$ cat config.mk
export PLATFORM = sky130hd
export DESIGN_NAME = sb_tx_framer
export DESIGN_NICKNAME = d
export VERILOG_FILES = /design/src/rtl/sb_tx_framer.sv
export SDC_FILE = /design/constraint.sdc
export NUM_CORES = 1
export LEC_CHECK = 0
export ABC_AREA = 1
export CAP_MARGIN = 25
export CORE_MARGIN = 4
export CORE_UTILIZATION = 53
export CTS_BUF_LIST = sky130_fd_sc_hd__clkbuf_8
export DETAILED_ROUTE_END_ITERATION = 8
export HOLD_SLACK_MARGIN = 0.05
export PLACE_DENSITY = 0.78
export SETUP_SLACK_MARGIN = 0.15
export SYNTH_ARGS = -nofsm -noshare
export SYNTH_HDL_FRONTEND = slang
export SYNTH_SLANG_ARGS = --single-unit
$ cat constraint.sdc
create_clock -name sb_clk -period 1.8 [get_ports sb_clk]
set_input_delay 0.27 -clock sb_clk [delete_from_list [all_inputs] [get_ports sb_clk]]
set_output_delay 0.27 -clock sb_clk [all_outputs]
set_load 0.005 [all_outputs]
$ cat src/rtl/sb_tx_framer.sv
// Sideband transmit framer: DLE/STX/payload/CRC/DLE/ETX symbols, 10 line bits each.
// Optional SB_DLE_STUFF_EN: payload bytes equal to 0xFE are sent twice back-to-back.
module sb_tx_framer (
  input  logic       sb_clk,
  input  logic       rst,
  input  logic       start,
  input  logic [3:0] len,
  input  logic [7:0] data_in,
  input  logic       data_valid,
  output logic       data_ready,
  input  logic       parity,
  output logic       crc_en,
  output logic       crc_active,
  output logic       trans_ser,
  output logic       sb_tx,
  output logic       busy,
  output logic       done,
  output logic       err,
  output logic [2:0] dbg_state,
  output logic [3:0] dbg_bit_cnt
);

  typedef enum logic [2:0] {
    S_IDLE    = 3'd0,
    S_DLE1    = 3'd1,
    S_STX     = 3'd2,
    S_PAYLOAD = 3'd3,
    S_CRC     = 3'd4,
    S_DLE2    = 3'd5,
    S_ETX     = 3'd6
  } state_t;

  localparam logic [7:0] DLE_B = 8'hFE;
  localparam logic [7:0] STX_B = 8'h05;
  localparam logic [7:0] ETX_B = 8'h40;

  state_t     state_q;
  logic [3:0] bit_cnt_q;
  logic [9:0] shift_q;
  logic [3:0] rem_q;
  logic       crc_sym_q;
  logic       done_q;
  logic       err_q;
`ifdef SB_DLE_STUFF_EN
  logic [7:0] byte_q;
  logic       dup_q;
`endif

  logic bit9;
  logic last_pay;
  logic stuff_now;

  function automatic logic [9:0] sym(input logic [7:0] b);
    return {1'b1, b, 1'b0};
  endfunction

  assign bit9     = (bit_cnt_q == 4'd9);
  assign last_pay = (rem_q == 4'd1);

`ifdef SB_DLE_STUFF_EN
  // First copy of a 0xFE byte: repeat it instead of asking for the next byte.
  assign stuff_now = (byte_q == DLE_B) && !dup_q;
`else
  assign stuff_now = 1'b0;
`endif

  // data_ready/data_valid: a byte transfers in a cycle where both are 1; the
  // framer only raises data_ready on bit9 and expects data_valid there, else aborts.
  assign data_ready = bit9 && ((state_q == S_STX) ||
                               ((state_q == S_PAYLOAD) && !last_pay && !stuff_now));

  assign busy        = (state_q != S_IDLE);
  assign crc_en      = (state_q == S_PAYLOAD) || (state_q == S_CRC);
  assign crc_active  = (state_q == S_CRC);
  assign trans_ser   = (state_q == S_PAYLOAD) ? shift_q[0] : 1'b0;
  assign sb_tx       = (state_q == S_CRC)  ? parity :
                       (state_q == S_IDLE) ? 1'b1   : shift_q[0];
  assign done        = done_q;
  assign err         = err_q;
  assign dbg_state   = state_q;
  assign dbg_bit_cnt = bit_cnt_q;

  always_ff @(posedge sb_clk or negedge rst) begin
    if (!rst) begin
      state_q   <= S_IDLE;
      bit_cnt_q <= 4'd0;
      shift_q   <= '1;
      rem_q     <= 4'd0;
      crc_sym_q <= 1'b0;
      done_q    <= 1'b0;
      err_q     <= 1'b0;
`ifdef SB_DLE_STUFF_EN
      byte_q    <= 8'd0;
      dup_q     <= 1'b0;
`endif
    end else begin
      done_q <= 1'b0;
      err_q  <= 1'b0;
      if (state_q == S_IDLE) begin
        bit_cnt_q <= 4'd0;
        if (start && (len != 4'd0)) begin
          state_q <= S_DLE1;
          rem_q   <= len;
          shift_q <= sym(DLE_B);
        end
      end else if (!bit9) begin
        bit_cnt_q <= bit_cnt_q + 4'd1;
        shift_q   <= {1'b1, shift_q[9:1]};
      end else begin
        bit_cnt_q <= 4'd0;
        unique case (state_q)
          S_DLE1: begin
            state_q <= S_STX;
            shift_q <= sym(STX_B);
          end
          S_STX: begin
            if (data_valid) begin
              state_q <= S_PAYLOAD;
              shift_q <= sym(data_in);
`ifdef SB_DLE_STUFF_EN
              byte_q  <= data_in;
              dup_q   <= 1'b0;
`endif
            end else begin
              state_q <= S_IDLE;
              shift_q <= '1;
              err_q   <= 1'b1;
            end
          end
          S_PAYLOAD: begin
            if (stuff_now) begin
`ifdef SB_DLE_STUFF_EN
              shift_q <= sym(byte_q);
              dup_q   <= 1'b1;
`endif
            end else if (last_pay) begin
              state_q   <= S_CRC;
              crc_sym_q <= 1'b0;
              shift_q   <= '1;
            end else if (data_valid) begin
              shift_q <= sym(data_in);
              rem_q   <= rem_q - 4'd1;
`ifdef SB_DLE_STUFF_EN
              byte_q  <= data_in;
              dup_q   <= 1'b0;
`endif
            end else begin
              state_q <= S_IDLE;
              shift_q <= '1;
              err_q   <= 1'b1;
            end
          end
          S_CRC: begin
            if (crc_sym_q) begin
              state_q <= S_DLE2;
              shift_q <= sym(DLE_B);
            end else begin
              crc_sym_q <= 1'b1;
            end
          end
          S_DLE2: begin
            state_q <= S_ETX;
            shift_q <= sym(ETX_B);
          end
          S_ETX: begin
            state_q <= S_IDLE;
            shift_q <= '1;
            done_q  <= 1'b1;
          end
          default: begin
            state_q <= S_IDLE;
            shift_q <= '1;
          end
        endcase
      end
    end
  end

endmodule

; Word level (Yosys, flattened, before mapping)
; Cells that the tools add are included.
; Widths: inputs -> output; s select.
[totals]
inputBits = 17
register_bits = 24
[classes]
reduce_logical = 17
add_sub_neg = 2
mux = 36
bitwise_logic = 1
eq_ne = 14
[ops]
columns = cell, count
row1 = $pmux 10 s5, 1
row2 = $mux 10, 4
row3 = $mux 4, 8
row4 = $mux 3, 6
row5 = $mux 9, 2
row6 = $pmux 3 s5, 1
row7 = $mux 1, 11
row8 = $eq 3x3->1 const B, 3
row9 = $ne 4x3->1 const B, 2
row10 = $reduce_and 4->1, 2
row11 = $reduce_bool 2->1, 4
row12 = $eq 3x2->1 const B, 2
row13 = $reduce_and 5->1, 1
row14 = $add 4x1->4 const B, 1
row15 = $eq 4x1->1 const B, 1
row16 = $eq 4x4->1 const B, 1
row17 = $ne 2x1->1 const B, 2
row18 = $pmux 1 s2, 2
row19 = $reduce_bool 4->1, 1
row20 = $sub 4x1->4 const B, 1
row21 = $eq 3x1->1 const B, 1
row22 = $logic_and 1x1->1, 3
row23 = $logic_not 3->1, 1
row24 = $ne 3x1->1 const B, 1
row25 = other kinds (7), 8

; Logic depth before layout (Yosys ltp)
[logic_depth]
ltp_word = 6
depth_mapped = 10

; Worst setup path after synthesis
; OpenSTA, ideal clock, no wires.
[synth_timing]
path_type = register to register
start = register state_q[1], in the netlist dbg_state[1]
end = register shift_q[5]
synth_period_minus_slack_ns = 1.475
t_required_ns = 1.725
slack_ns = 0.325
setup_ns = 0.075
path_stages_with_launch = 9
arrival_ns = 1.400
cell_sequence = dfrtp_1 inv_4 ha_1 nand2_2 nand3_1 nor2_2 nand2_1 nand2_1 nand2_1
[synth_via]
elab_chain_cells = 4
word_cells_on_any_way = 12
cone_classes = eq/ne (7) / mux (3) / reduce/logical (2)
[synth_rtl]
columns = item, line_no
row1 = start: declaration, 37  ; state_t state_q;
row2 = start signal: assignment, 85  ; state_q <= S_IDLE;
row3 = start signal: assignment, 102  ; state_q <= S_DLE1;
row4 = start signal: assignment, 113  ; state_q <= S_STX;
row5 = $eq 3x3->1 (tied with other cells), 111  ; unique case (state_q)
row6 = $pmux 10 s5, 111
row7 = $mux 10, 106  ; end else if (!bit9) begin
row8 = $mux 10, 99  ; if (state_q == S_IDLE) begin
row9 = end signal: assignment, 104  ; shift_q <= sym(DLE_B);
row10 = end signal: assignment, 108  ; shift_q <= {1'b1, shift_q[9:1]};
row11 = end signal: assignment, 114  ; shift_q <= sym(STX_B);
row12 = end: declaration, 39  ; logic [9:0] shift_q;
; Parallel ways exist; a longest one is shown, timed or not.
; A chain may end at the register's enable or synchronous reset.

; Worst setup path after layout
[layout_timing]
start = register state_q[0], in the netlist dbg_state[0]
end = output sb_tx
[layout_via]
elab_chain_cells = 3
word_cells_on_any_way = 4
cone_classes = eq/ne (1) / mux (2) / reduce/logical (1)
[layout_rtl]
columns = item, line_no
row1 = $logic_not 3->1, 77  ; (state_q == S_IDLE) ? 1'b1 : shift_q[0];
row2 = $mux 1, 77
row3 = $mux 1 *, 76  ; assign sb_tx = (state_q == S_CRC) ? parity :
row4 = end: declaration, 15  ; output logic sb_tx,
; Mark *: on every way between the ends. The rest lies on a longest branch, timed or not.

==> results.toml <==
[outcome]
status = "finished, violations left"
violations = "negative setup slack"

[floorplanning]
die_y_um = 62.6
die_area_mm2 = 0.00392
die_w_um = 62.6
io_pins = 32
initial_utilization = 0.564
core_mm2 = 0.00281
rows = 19

[placement]
placed_cell_area_mm2 = 0.00197
dp_hpwl_um = 2740
gp_congestion = 0.840
port_buffers = 31
dp_slack_ps = 32.5

[timing]
finalHoldViolCount = 0
slew_viol_final = 0
postLayoutSetupSlackWorst_ps = -39.7
slew_headroom = 0.795
hold_ws_ps = 336
tightest_slew_ps = 307
setup_viol = 1
rsz0062_at_grt = "true"
fin_skew_ps = 3.24
fmax_mhz = 544
fin_crit_ps = 1840
min_period_over_period = 1.02
finalSetupTns_ps = -39.7

[worst_setup_path]
worst_ep_required_time_ps = 1530
worstSetupPathType = "register to output port"
worstPathMaxFanout = 3
r2r_cells = 10
startpoint_type = "register"
end_kind = "output port"
worst_ep_arrival_time_ps = 1570
r2r-start = "dbg_state[0]"
timing.rr.end = "rem_q[0]"
rrSetupSlack_ps = 40

[clock_network]
hold_buffers = 0
cts_sinks = 23
htreeDepth = 1
cts_made_buffers = 3
cts_root_buf = "clkbuf_8"
cts_tree = "yes"
insertion_delay_ps = 290
cts_buffer_depth = 2
cts.clk_slew.worst_paths_ps = 90

[route]
dr.pass1.iters = 5
vias_per_cell = 5.99
drt-initial-drc-count = 228
antenna_left = 0
vias = 1978
wirelength_um = 6170
wl_per_cell_um = 18.7
drc = 0

[synth]
syn_inst = 224
synth_cell_type_count = 28
ys_seq_area_frac = 0.371
yosys-top-cells-area = "dfrtp_1 22%, nand2_1 19%, dfstp_2 15%"
synth_nets = 247
ys_dominant_reg_cell = "dfrtp_1"
synth-edff-count = 0
yosysWarnings = 0
async_reset_ff_frac = 1.00
yosysTopAreaCellShare = 0.222
synth_commonest_cells = "78 x nand2_1, 36 x nor2_1, 18 x inv_1, 18 x nand3_1, 14 x dfrtp_1"
synth-seq-cells = 23
postSynthAreaPerCell_um2 = 7.06
post-synth-top-count-cell = "nand2_1"
syn_area_mm2 = 0.00158
yosys.area.top_type = "dfrtp_1"

[power_and_ir_drop]
leakage_nw = 1.23
share_comb_of_total_power = 0.693
p_per_area_mw_per_mm2 = 1660
p_sw_w = 0.00194
intPower_w = 0.00221
ir_drop_uv = 1180
pwr-share-clk = 0.086
p_sw_frac = 0.467
seqPwrFrac = 0.221

[layout]
antenna_cells = 0
area_growth_syn_to_layout_pct = 58.0
nets = 323
multi_input_area_mm2 = 0.00103
drive_gt1_frac = 0.328
fill_cells = 122
fin_area_mm2 = 0.00250
regArea_um2 = 589

[global_route]
grt_max_degree = 24
grt_overflow = 0
grt_usage = 0.245
grt_pass1_vias = 1670
grt_pass1_wl_um = 7700
antenna_found_initial = 0

[flow_run]
maxCapViolations = 0

[worst_hold_path]
min_path_type = "input pin to asynchronous set/reset pin"
-- worst max path at each step --
| stage | cells past startpoint | end | startpoint |
|---|---|---|---|
| finish | 9 | sb_tx | dbg_state[0] |
| global route | 9 | sb_tx | dbg_state[0] |
| floorplan | 8 | shift_q[5] | dbg_state[1] |
| global placement | 5 | data_ready | rem_q[0] |
| detailed placement | 5 | data_ready | rem_q[0] |
| CTS | 4 | trans_ser | dbg_state[0] |
-- power by group through the flow --
| stage | clock (W) | combinational, W | sequential [W] |
|---|---|---|---|
| 2_1_floorplan | 0 | 0.00118 | 0.000907 |
| 3_3_place_gp | 0 | 0.00165 | 0.000889 |
| 3_5_place_dp | 0 | 0.00167 | 0.000898 |
| 4_1_cts | 0.000336 | 0.00204 | 0.000879 |
| 5_1_grt | 0.000369 | 0.00303 | 0.000937 |
| 6_report | 0.000356 | 0.00287 | 0.000917 |
-- per-stage QoR --
step	power, W	util	instances
floorplan	0.00209	-	224
global placement	0.00254	0.703	293
detailed placement	0.00257	0.703	293
CTS	0.00326	0.790	314
global route	0.00433	0.891	330
finish	0.00415	0.891	330
-- registers in the layout, indices dropped and copies added (netlist names) --
name	flops
dbg_state	3
done	1
err	1
shift_q	9
rem_q	4
crc_sym_q	1
dbg_bit_cnt	4
-- layout make-up --
class | count | area share
clock buffer | 3 | 0.0165
sequential | 23 | 0.236
multi-input combinational | 177 | 0.413
tap | 31 | 0.0155
timing repair buffer | 73 | 0.276
clock inverter | 1 | 0.00200
inverter | 22 | 0.0411
-- cells by family (layout without fill, tap and decap cells) --
logic type                 after synthesis  in the layout  synth area share
and+or+nand+nor                        152            154             0.437
buffers and inverters                   26             99            0.0831
DFF                                     23             23             0.371
AOI/OAI and AO/OA                       14             14            0.0451
adders and majority gates                6              6            0.0475
xor gates and xnor gates                 3              3            0.0166
-- metal layers --
| layer | routed length [um] | up-vias | global-route usage |
|---|---|---|---|
| li1 | - | 861 | - |
| met1 | 2170 | 894 | 0.292 |
| met2 | 2890 | 174 | 0.421 |
| met3 | 674 | 49 | 0.0396 |
| met4 | 436 | 0 | 0.132 |
| met5 | 0 | - | 0 |
-- cells in the final DEF, fill, tap and decap left out, drive strengths merged, types with 7 or more instances in the layout --
cell type      count
dfstp              9
o21ai              7
clkdlybuf4s50     24
buf               43
nor2              42
nand2             86
dfrtp             14
nand3             19
inv               20
-- critical path, stage by stage (launching register included) --
cell	delay, ps
dfrtp_1	450
inv_2	110
nand2_4	60
nor2_4	120
inv_2	70
buf_6	120
buf_6	100
o22ai_2	90
inv_1	50
buf_2	120
-- repair_timing --
item                                    CTS  global route
pin swaps                                 6            20
cloned                                    0             3
endpoints found under the setup margin   15            23
hold endpoints to repair                  0             0
gates resized for setup                  29            37
setup buffers                            17            13
(Power assumes the default switching activity.)
